File: src/rtl/pong_pkg.sv
// Shared state encoding and default timing/score constants for the pong match controller.
package pong_pkg;

    localparam int DEF_WIN_SCORE    = 11;
    localparam int DEF_SERVE_FRAMES = 60;
    localparam int DEF_POINT_FRAMES = 30;
    localparam int SCORE_W          = 8;

    typedef enum logic [2:0] {
        ST_IDLE,
        ST_SERVE,
        ST_PLAY,
        ST_PAUSE,
        ST_POINT,
        ST_GAME_OVER
    } state_t;

endpackage

File: src/rtl/pong_edge_det.sv
// Registered rising-edge detector: rise pulses for one cycle, one cycle after d goes 0->1.
module pong_edge_det (
    input  logic clk,
    input  logic reset,
    input  logic d,
    output logic rise
);

    logic d_q;

    // Sample the input and flag a 0->1 transition against the previous sample.
    always_ff @(posedge clk) begin
        if (reset) begin
            d_q  <= 1'b0;
            rise <= 1'b0;
        end else begin
            d_q  <= d;
            rise <= d & ~d_q;
        end
    end

endmodule

File: src/rtl/pong_match_ctrl.sv
// Match controller for pong: serve/play/pause/point sequencing, scoring and game-over decision.
module pong_match_ctrl
    import pong_pkg::*;
#(
    parameter int WIN_SCORE    = DEF_WIN_SCORE,
    parameter int SERVE_FRAMES = DEF_SERVE_FRAMES,
    parameter int POINT_FRAMES = DEF_POINT_FRAMES
) (
    input  logic               clk,
    input  logic               reset,
    input  logic               vsync,
    input  logic               start_btn,
    input  logic               pause_btn,
    input  logic               point_l,
    input  logic               point_r,
    output logic               ball_run,
    output logic               ball_center,
    output logic               serve_dir,
    output logic [SCORE_W-1:0] score_l,
    output logic [SCORE_W-1:0] score_r,
    output logic               game_over,
    output logic               winner
);

    localparam logic [SCORE_W-1:0] WIN_V   = SCORE_W'(WIN_SCORE);
    localparam logic [7:0]         SERVE_V = 8'(SERVE_FRAMES);
    localparam logic [7:0]         POINT_V = 8'(POINT_FRAMES);

    logic frame_tick;
    logic start_evt;
    logic pause_evt;

    state_t             state, state_n;
    logic [7:0]         cnt, cnt_n;
    logic [SCORE_W-1:0] score_l_n, score_r_n;
    logic               serve_dir_n;
    logic               winner_n;

    // Scores stop at the top of their range instead of wrapping back to zero.
    function automatic logic [SCORE_W-1:0] sat_inc(input logic [SCORE_W-1:0] v);
        return (v == {SCORE_W{1'b1}}) ? v : v + 1'b1;
    endfunction

    pong_edge_det u_vsync_det (.clk(clk), .reset(reset), .d(vsync),     .rise(frame_tick));
    pong_edge_det u_start_det (.clk(clk), .reset(reset), .d(start_btn), .rise(start_evt));
    pong_edge_det u_pause_det (.clk(clk), .reset(reset), .d(pause_btn), .rise(pause_evt));

    // Next-state and next-datapath decisions; everything holds unless an event moves it.
    always_comb begin
        state_n     = state;
        cnt_n       = cnt;
        score_l_n   = score_l;
        score_r_n   = score_r;
        serve_dir_n = serve_dir;
        winner_n    = winner;
        case (state)
            ST_IDLE, ST_GAME_OVER: begin
                if (start_evt) begin
                    score_l_n   = '0;
                    score_r_n   = '0;
                    serve_dir_n = 1'b1;
                    cnt_n       = SERVE_V;
                    state_n     = ST_SERVE;
                end
            end
            ST_SERVE: begin
                if (frame_tick) begin
                    cnt_n = (cnt == 8'd0) ? 8'd0 : cnt - 8'd1;
                    if (cnt <= 8'd1) state_n = ST_PLAY;
                end
            end
            ST_PLAY: begin
                // A point outranks a simultaneous pause; left outranks right.
                if (point_l) begin
                    score_l_n   = sat_inc(score_l);
                    serve_dir_n = 1'b1;
                    cnt_n       = POINT_V;
                    state_n     = ST_POINT;
                end else if (point_r) begin
                    score_r_n   = sat_inc(score_r);
                    serve_dir_n = 1'b0;
                    cnt_n       = POINT_V;
                    state_n     = ST_POINT;
                end else if (pause_evt) begin
                    state_n = ST_PAUSE;
                end
            end
            ST_PAUSE: begin
                if (pause_evt) state_n = ST_PLAY;
            end
            ST_POINT: begin
                if (frame_tick) begin
                    if (cnt <= 8'd1) begin
                        if (score_l == WIN_V || score_r == WIN_V) begin
                            // serve_dir points away from the last scorer's side.
                            winner_n = ~serve_dir;
                            cnt_n    = 8'd0;
                            state_n  = ST_GAME_OVER;
                        end else begin
                            cnt_n   = SERVE_V;
                            state_n = ST_SERVE;
                        end
                    end else begin
                        cnt_n = cnt - 8'd1;
                    end
                end
            end
            default: state_n = ST_IDLE;
        endcase
    end

    // State, datapath and registered output decodes (taken from the next state so they align).
    always_ff @(posedge clk) begin
        if (reset) begin
            state       <= ST_IDLE;
            cnt         <= 8'd0;
            score_l     <= '0;
            score_r     <= '0;
            serve_dir   <= 1'b1;
            winner      <= 1'b0;
            ball_run    <= 1'b0;
            ball_center <= 1'b1;
            game_over   <= 1'b0;
        end else begin
            state       <= state_n;
            cnt         <= cnt_n;
            score_l     <= score_l_n;
            score_r     <= score_r_n;
            serve_dir   <= serve_dir_n;
            winner      <= winner_n;
            ball_run    <= (state_n == ST_PLAY);
            ball_center <= (state_n == ST_IDLE) || (state_n == ST_SERVE);
            game_over   <= (state_n == ST_GAME_OVER);
        end
    end

endmodule

File: config.mk
export PLATFORM = sky130hd
export DESIGN_NAME = pong_match_ctrl
export DESIGN_NICKNAME = d
export VERILOG_FILES = /design/src/rtl/pong_pkg.sv /design/src/rtl/pong_edge_det.sv /design/src/rtl/pong_match_ctrl.sv
export SDC_FILE = /design/constraint.sdc
export NUM_CORES = 1
export LEC_CHECK = 0
export ABC_AREA = 1
export CORE_AREA = 10 10 116 66
export CTS_BUF_LIST = sky130_fd_sc_hd__clkbuf_8 sky130_fd_sc_hd__clkbuf_16
export DETAILED_ROUTE_END_ITERATION = 8
export DIE_AREA = 0 0 126 76
export MAX_ROUTING_LAYER = met4
export PLACE_DENSITY = 0.59
export SKIP_LAST_GASP = 1
export SLEW_MARGIN = 40
export SYNTH_ARGS = -nofsm -noshare
export SYNTH_HDL_FRONTEND = slang
export SYNTH_HIERARCHICAL = 1
export SYNTH_SLANG_ARGS = --single-unit
File: constraint.sdc
create_clock -name clk -period 2.1 [get_ports clk]
set_input_delay 0.315 -clock clk [delete_from_list [all_inputs] [get_ports clk]]
set_output_delay 0.315 -clock clk [all_outputs]
set_load 0.1 [all_outputs]
# == Yosys cells after proc, flatten, opt, wreduce, memory -nomap -nowiden ==
# Index checks and enable logic that the tools add are counted.
# classes
n_addsub,3
n_lt_le_gt_ge,1
eq_ne,21
muxes,32
n_bitwise,7
reduce_logical,13
# ops
operator,n
$mux 8,13
$pmux 8 s2,2
$pmux 8 s4,1
$mux 3,10
$add 8x1->8 const B,2
$eq 8x4->1 const B,2
$eq 8x8->1 const B,2
$pmux 3 s5,1
$ne 2x2->1 const B,5
$reduce_and 5->1,2
$eq 3x2->1 const B,3
$eq 3x3->1 const B,3
$le 8x1->1 const B,1
$logic_not 8->1,1
$reduce_and 4->1,2
$sub 8x1->8 const B,1
$eq 3x1->1 const B,2
$logic_not 3->1,2
$mux 6,1
$ne 2x1->1 const B,3
$not 1->1,4
$reduce_bool 4->1,1
$and 1x1->1,3
$mux 1,3
other kinds (6),7
# word_totals
reg_bits,38
in_bits,7
output_inout_bits,21
elab_cells,92

# == Logic depth before layout (Yosys ltp) ==
# Gate-level depths: netlist of the first run.
# logic_depth
depth_word,8
ltp_mapped,13

# == By module ==
# The synthesis of the first run kept the hierarchy.
# modules_own_cells
mod,instances,cells_per_inst,area_each_um2,seq_area_each_um2
pong_match_ctrl,1,315,2020.7,640.6
pong_edge_det,3,6,60.1,40.0

# == Worst setup path before layout of the first run ==
# OpenSTA, ideal clock, no wires.
# synth_timing
path_type,reg-to-reg
startpoint,register score_r[0]
endpoint,register score_r[7]
setup_time_ns,0.132
t_arrival_ns,2.083
setup_slack_ns,-0.115
path_stages_with_launch,9
n_path_buf,0
path_cell_list,dfxtp_1 -> ha_1 -> nand2_1 -> nor2_2 -> nand3_1 -> nand2_2 -> nand2_4 -> nand2_1 -> a21oi_1
# synth_between
elab_chain_len,5
# synth_rtl
item,line_no,source
from (decl),pong_match_ctrl.sv:20,"output logic [SCORE_W-1:0] score_r,"
from (signal assigned),pong_match_ctrl.sv:128,score_r <= score_r_n;
$add 8x1->8,pong_match_ctrl.sv:41,return (v == {SCORE_W{1'b1}}) ? v : v + 1'b1;
$mux 8,pong_match_ctrl.sv:41,
$mux 8,pong_match_ctrl.sv:79,end else if (point_r) begin
$mux 8,pong_match_ctrl.sv:74,if (point_l) begin
$pmux 8 s2,pong_match_ctrl.sv:56,case (state)
# Parallel ways exist; a longest one is shown, timed or not. The select of a mux whose other input is x is not followed.
# A chain may end at the register's enable or synchronous reset.

# == Final worst setup path of the first run ==
# layout_timing
startpoint,register cnt[0]
endpoint,register ball_center
# layout_between
elab_chain_len,6
# layout_rtl
item,line_no,source
from (decl),pong_match_ctrl.sv:34,"logic [7:0] cnt, cnt_n;"
from (signal assigned),pong_match_ctrl.sv:126,cnt <= cnt_n;
$le 8x1->1 *,"pong_match_ctrl.sv:69, pong_match_ctrl.sv:93",
$mux 3 (on tied branches),"pong_match_ctrl.sv:93, pong_match_ctrl.sv:69",
$mux 3 (on tied branches),"pong_match_ctrl.sv:92, pong_match_ctrl.sv:67",
$pmux 3 s5 *,pong_match_ctrl.sv:56,
$eq 3x1->1 or $logic_not 3->1 (tied branches),pong_match_ctrl.sv:132,ball_center <= (state_n == ST_IDLE) || (state_n == ST_SERVE);
$logic_or 1x1->1 *,pong_match_ctrl.sv:132,
to (signal assigned),pong_match_ctrl.sv:132,
to (decl),pong_match_ctrl.sv:17,"output logic ball_center,"
# Mark *: on every way between the ends. The rest lies on a longest branch, timed or not.

==> results of run 1 <==
==> area by class of cell <==
class / count / area (sq um) / area share
repair buffers: 29 / 233 / 0.0875
clock buffers: 6 / 139 / 0.0522
clock inverters: 2 / 8.76 / 0.00329
well taps: 77 / 96.3 / 0.0362
multi-input cells: 240 / 1220 / 0.460
inverters: 51 / 194 / 0.0729
flip-flops and latches: 38 / 766 / 0.288
==> synthesized netlist by cell type, types with 2 or more instances <==
library cell / instances / area [sq um]
nand2_1: 75 / 282
nor2_1: 47 / 176
dfxtp_1: 38 / 761
inv_1: 37 / 139
nand3_1: 33 / 165
a21oi_1: 22 / 110
o21ai_1: 13 / 65.1
inv_2: 11 / 41.3
nand2_2: 7 / 43.8
xor2_1: 7 / 61.3
ha_1: 4 / 50.1
nor2_2: 4 / 25.0
nand2_4: 3 / 33.8
nand4_1: 3 / 18.8
nor3_1: 3 / 15.0
o21ai_0: 3 / 15.0
clkbuf_1: 2 / 7.51
clkinv_1: 2 / 7.51
nand3_2: 2 / 20.0
nor3_2: 2 / 20.0
nor3b_1: 2 / 15.0
xnor2_1: 2 / 17.5
==> sequential cells by signal, indices dropped and copies added, names as in the netlist <==
name and cells:
u_start_det/d_q 1, score_l 8, game_over 1, serve_dir 1, ball_center 1, u_pause_det/rise 1, ball_run 1, u_vsync_det/rise 1
u_start_det/rise 1, score_r 8, u_vsync_det/d_q 1, winner 1, cnt 8, u_pause_det/d_q 1, state 3
==> worst max-delay path, stage by stage, from the launching register on <==
cell and delay (ns):
dfxtp_1 0.33, inv_1 0.14, ha_1 0.25, inv_1 0.06, nand2_1 0.05, nand2_1 0.08
nor2_4 0.18, nand2_1 0.17, nand2_1 0.11, nand2_1 0.05, nand2_1 0.10, o21bai_1 0.07
==> per-layer routing <==
metal	share of wire	track usage
met5	0	-
met4	0.011	0.0407
met3	0.092	0.0444
met2	0.35	0.135
met1	0.54	0.192
==> metrics by stage <==
stage          setup slack (ns)  utilization
2_1_floorplan            0.0227            -
3_3_place_gp              0.342        0.436
3_5_place_dp              0.254        0.436
4_1_cts                   0.434        0.462
5_1_grt                   0.244        0.462
6_report                  0.403        0.462
==> kinds of logic (layout without fill, tap and decap cells) <==
logic type | count (synthesis) | in the layout
XOR/XNOR | 9 | 9
AND/OR/NAND/NOR | 185 | 185
buffers and inverters | 55 | 88
adder cells (fa/ha/maj) | 4 | 4
flip-flops | 38 | 38
AO/OA/AOI/OAI | 42 | 42
==> worst paths after layout <==
kind | startpoint | end
max | cnt[0] | ball_center
min | u_start_det/d_q | u_start_det/rise
max reg2reg | cnt[0] | ball_center
min reg2reg | u_start_det/d_q | u_start_det/rise
==> power by group <==
group | switching (uW) | internal (uW) | leakage [uW]
combinational | 242 | 102 | 0.000770
clock | 289 | 466 | 0.0000780
sequential | 27.7 | 749 | 0.000311
==> out/metrics.csv, run 1 <==
stage,metric,value,unit
outcome,status,completed,
detailed_routing,routed_wirelength,5840,um
power_and_ir_drop,p_leak,0.00116,uW
logic_synthesis,async_reset_ff_frac,0,
logic_synthesis,synth_compound_area_frac,0.101,
power_and_ir_drop,power.density,706,nW/um^2
logic_synthesis,synth_cell_type_count,33,
sta,timing.final.crit_period,1.70,ns
cells_and_area,num_antenna_cells,0,
cells_and_area,layout_commonest_cell,nand2_1,
sta,worst_slew_pin_slew,0.416,ns
logic_synthesis,synth-main-ff-cell,dfxtp_1,
sta,holdWs,0.394,ns
die,die_w,126,um
place,detailed_place.area,2510,sq um
clock_network,clock_tree_root_driver_cell,clkbuf_16,
clock_network,cts_inserted_buffers,5,
die,core_area,5760,sq um
critical_path,critical_path_class,reg2reg,
place,buffer_ports.inserted,27,
logic_synthesis,post_synth_xor_area_fraction,0.0358,
critical_path,cp_data_arrival_time,1.86,ns
detailed_routing,vias,2160,
clock_network,ctsLongestPathBuffers,2,
sta,final_max_slew_viol_count,0,
clock_network,cts.clk_slew.worst_paths,0.06,ns
cells_and_area,layoutNonFillerInstCount,443,
critical_path,worst-path-max-fanout,7,
critical_path,setup.worst_path.end_class,register,
logic_synthesis,synth_top_family_by_area,simple AND/OR/NAND/NOR gates,
cells_and_area,nets,376,
clock_network,cts.htree.levels,2,
min_path,timing.hold.worst_path_depth,1,
detailed_routing,drc,0,
cells_and_area,drive_gt1_frac,0.183,
global_routing,number_of_global_route_vias_before_repair,1844,
logic_synthesis,synth.area.mux_share,0,
detailed_routing,routed_wire_length_per_instance,13.2,um
sta,rsz0062_at_grt,no,
clock_network,cts_num_sinks,38,
sta,timing.clock.skew,0.00385,ns
sta,clock.fmax,589,MHz
clock_network,post_cts.resized_instances,0,
power_and_ir_drop,p_total,1880,uW
critical_path,r2r_cells,11,
global_routing,grt_use_total,0.125,
place,globalplace.congestion,1.02,
detailed_routing,first_iter_violations,274,
global_routing,grt-ovfl-total,0,
clock_network,cts_setup_buffers,0,
sta,setup_viol,0,
logic_synthesis,ys_seq_elements,38,
logic_synthesis,synthSimpleGateAreaFrac,0.396,
clock_network,clk-insertion-delay-late,0.28,ns
logic_synthesis,synth_edf_count,0,
clock_network,number_of_buffers_added_to_fix_hold_violations_after_cts,0,
global_routing,grt_first_pass_wirelength,9620,um
sta,tns,0,ns
die,ioPinCount,28,
die,die_h,76,um
global_routing,grt_max_degree,19,
place,hpwlAfterDp,4510,um
critical_path,critical_path_required,2.26,ns
logic_synthesis,synth_fp_nets,344,
logic_synthesis,synth_warnings,6,
logic_synthesis,synthesis.instances,333,
detailed_routing,drt_pre_antenna_iters,4,
detailed_routing,ant_nets,0,
global_routing,antenna_found_initial,0,
cells_and_area,area_growth_from_synthesis_to_layout,20.8,%
cells_and_area,most-common-layout-cells,"75 x nand2_1, 47 x nor2_1, 38 x inv_1",
sta,timing_hold_violations_final,0,
power_and_ir_drop,max-vdd-ir-drop,0.402,mV
critical_path,worst-r2r-setup-slack,0.40,ns
die,design.die.area,9580,sq um
min_path,worst_hold_class,reg2reg,
sta,period_share,0.808,
cells_and_area,final_design_area_excluding_fillers,2660,sq um
logic_synthesis,yosysSeqAreaShare,0.346,
place,numPlacedInstances,435,
detailed_routing,number_of_vias_per_cell_after_detailed_routing,4.88,
logic_synthesis,netlist_area,2200,sq um
clock_network,clock_tree_from_tritoncts,yes,
die,floorplan.initialDensity,0.382,
sta,max_slew_margin,0.718,
critical_path,start_kind,register,
cells_and_area,layout.filler_cells,602,
logic_synthesis,post_synth_fa_ha_maj_area_fraction,0.0227,
logic_synthesis,avgSynthCellArea,6.61,sq um
flow_run,max_cap_viols,0,
die,number_of_core_rows,20,
(Power assumes the default switching activity.)
==> run 2: changes to the inputs <==
Clock period 2.1 ns to 1.75 ns, I/O delays scaled along.
==> run 2 against run 1 <==
Highest routed layer unchanged. Wire length grew 0.96%. Count of clock-buffer cells in the layout shrank 1. Sequential share of layout area down 2.2 points. Die area is the same. Combinational power rose by 22%. Clock power up 11%. Largest cell class unchanged. Non-clock buffer count grew 5. Sequential power rose by 20%. Fmax grew 3.5%. Via count rose by 0.14%. Critical endpoint is now score_r[3]. Core utilization increased by 5.3 points. Cell count rose by 0.90%.
==> out/metrics.csv, run 2 (synthesis results as in run 1) <==
stage,metric,value,unit,change
outcome,status,completed,,unchanged
min_path,worst_hold_class,reg2reg,,unchanged
power_and_ir_drop,comb_power_share,0.191,,was 0.184
sta,timing.final.crit_period,1.64,ns,was 1.70 ns
critical_path,worst-path-max-fanout,9,,was 7
global_routing,antenna_found_initial,0,,unchanged
critical_path,gate_family_responsible_for_the_most_delay_along_the_worst_path,simple AND/OR/NAND/NOR gates,,unchanged
place,detailed_place.area,2810,sq um,was 2510 sq um
critical_path,reg2reg_to,score_r[3],,was ball_center
min_path,timing.hold.worst_path_depth,1,,unchanged
power_and_ir_drop,p_leak,0.00125,uW,was 0.00116 uW
power_and_ir_drop,power.density,739,nW/um^2,was 706 nW/um^2
sta,timing.clock.skew,0.00795,ns,was 0.00385 ns
clock_network,cts_num_sinks,38,,unchanged
detailed_routing,vias,2163,,was 2160
global_routing,number_of_global_route_vias_before_repair,1933,,was 1844
sta,timing_hold_violations_final,0,,unchanged
cells_and_area,num_antenna_cells,0,,unchanged
global_routing,grt_use_total,0.125,,about the same
power_and_ir_drop,p_switching,646,uW,was 559 uW
die,core_area,5760,sq um,unchanged
cells_and_area,nets,381,,was 376
global_routing,grt_max_degree,19,,unchanged
sta,setup_viol,0,,unchanged
clock_network,cts_inserted_buffers,5,,unchanged
place,pre_cts_ws,0.0291,ns,was 0.254 ns
die,die_w,126,um,unchanged
detailed_routing,ant_nets,0,,unchanged
min_path,hold_path_end,u_pause_det/rise,,was u_start_det/rise
global_routing,grt_first_pass_wirelength,9800,um,was 9620 um
cells_and_area,area_growth_from_synthesis_to_layout,34.8,%,was 20.8%
die,die_h,76,um,unchanged
clock_network,cts.htree.levels,2,,unchanged
detailed_routing,routed_wirelength,5900,um,was 5840 um
flow_run,max_cap_viols,0,,unchanged
sta,period_share,0.937,,was 0.808
detailed_routing,drc,0,,unchanged
cells_and_area,layout_commonest_cell,nand2_1,,unchanged
sta,worst_slew_pin_slew,0.384,ns,was 0.416 ns
power_and_ir_drop,clock_power_share,0.383,,was 0.402
clock_network,clock_tree_from_tritoncts,yes,,unchanged
critical_path,cpPeakStageDelay,0.40,ns,was 0.33 ns
sta,final_max_slew_viol_count,0,,unchanged
cells_and_area,final_design_area_excluding_fillers,2970,sq um,was 2660 sq um
critical_path,cp_data_arrival_time,1.79,ns,was 1.86 ns
place,hpwlAfterDp,4560,um,was 4510 um
critical_path,setup.worst_path.end_class,register,,unchanged
die,number_of_core_rows,20,,unchanged
place,numPlacedInstances,440,,was 435
critical_path,crit_buf_inv,0,,was 2
power_and_ir_drop,max-vdd-ir-drop,0.510,mV,was 0.402 mV
critical_path,path_cells,ha_1 > nand2_1 > nor2_2 > nand3_1 > nand2_4 > nand2_4 > nand2_1 > a21oi_1,,was inv_1 > ha_1 > inv_1 > nand2_1 > nand2_1 > nor2_4 > nand2_1 > nand2_1 > nand2_1 > nand2_1 > o21bai_1
cells_and_area,drive_gt1_frac,0.230,,was 0.183
critical_path,worst-r2r-setup-slack,0.11,ns,was 0.40 ns
die,design.die.area,9580,sq um,unchanged
global_routing,grt-ovfl-total,0,,unchanged
clock_network,cts.clk_slew.worst_paths,0.06,ns,about the same
critical_path,timing.critical_path.from,score_r[0],,was cnt[0]
cells_and_area,finish.utilization,0.515,,was 0.462
critical_path,critical_path_class,reg2reg,,unchanged
power_and_ir_drop,sequentialPowerShare,0.425,,was 0.414
detailed_routing,first_iter_violations,139,,was 274
detailed_routing,number_of_vias_per_cell_after_detailed_routing,4.84,,was 4.88
detailed_routing,drt_pre_antenna_iters,4,,unchanged
die,ioPinCount,28,,unchanged
detailed_routing,routed_wire_length_per_instance,13.2,um,about the same
critical_path,critical_path_required,1.90,ns,was 2.26 ns
place,buffer_ports.inserted,27,,unchanged
sta,rsz0062_at_grt,no,,unchanged
die,floorplan.initialDensity,0.382,,unchanged
sta,clock.fmax,610,MHz,was 589 MHz
critical_path,r2r_cells,8,,was 11
clock_network,clock_tree_root_driver_cell,clkbuf_16,,unchanged
place,globalplace.congestion,0.877,,was 1.02
clock_network,clk-insertion-delay-late,0.28,ns,about the same
critical_path,timing.critical_path.slowest_stage_cell,dfxtp_4,,was dfxtp_1
power_and_ir_drop,cellInternalPower,1550,uW,was 1320 uW
sta,max_slew_margin,0.740,,was 0.718
sta,tns,0,ns,unchanged
cells_and_area,layoutNonFillerInstCount,447,,was 443
clock_network,ctsLongestPathBuffers,2,,unchanged
cells_and_area,top_regs,"cnt x8, score_l x8, score_r x8",,unchanged
power_and_ir_drop,power_switching_share,0.295,,was 0.298
cells_and_area,most-common-layout-cells,"74 x nand2_1, 47 x nor2_1, 38 x inv_1",,"was 75 x nand2_1, 47 x nor2_1, 38 x inv_1"
critical_path,start_kind,register,,unchanged
sta,post-route-worst-setup-slack,0.111,ns,was 0.403 ns
min_path,hold_path_startpoint,u_pause_det/d_q,,was u_start_det/d_q
critical_path,r2r_startpoint,score_r[0],,was cnt[0]
## run 2: final cells by class
type                    instances  area (sq um)
clock buffers                   5           125
clock inverters                 2          7.51
fillers                       558          2790
multi-input cells             240          1250
well taps                      77          96.3
repair buffers                 34           508
flip-flops and latches         38           790
inverters                      51           194
## run 2: power by group through the flow
stage                     clock (uW)  sequential, uW  combinational [uW]
after floorplan                    0             978                 267
after detailed placement           0             949                 413
after CTS                        857             931                 414
after global placement             0             951                 416
final                            841             932                 420
after global routing             895             936                 470
## run 2: repair_timing
item / 4_1_cts / 5_1_grt
buffers inserted: 0 / 0
endpoints found under the hold margin: 0 / 0
hold buffers: 0 / 0
resized for setup: 0 / 6
setup endpoints to repair: 0 / 16
## run 2: how the worst max path moves through the flow
stage	cells past startpoint	endpoint
floorplan	9	state[2]
global placement	9	cnt[7]
detailed placement	9	cnt[7]
CTS	11	ball_center
global route	9	score_l[3]
finish	8	score_r[3]
## run 2: metrics by stage
step / hold WS, ns / power, uW
3_5_place_dp: 0.389 / 1360
6_report: 0.394 / 2190
4_1_cts: 0.397 / 2200
5_1_grt: 0.410 / 2300
3_3_place_gp: 0.386 / 1370
2_1_floorplan: 0.373 / 1250
## run 2: metal layers
metal	global-route usage	vias up	routed length, um
met5	-	-	0
met4	0.0283	0	34
met3	0.0361	5	374
met2	0.150	64	2120
met1	0.190	958	3370
li1	-	1136	-
==> run 3: changes to the inputs <==
Settings changed: HOLD_SLACK_MARGIN set to 0.06.
==> results of run 3 <==
Final layout, timing and power as in run 2 (identical DEF).
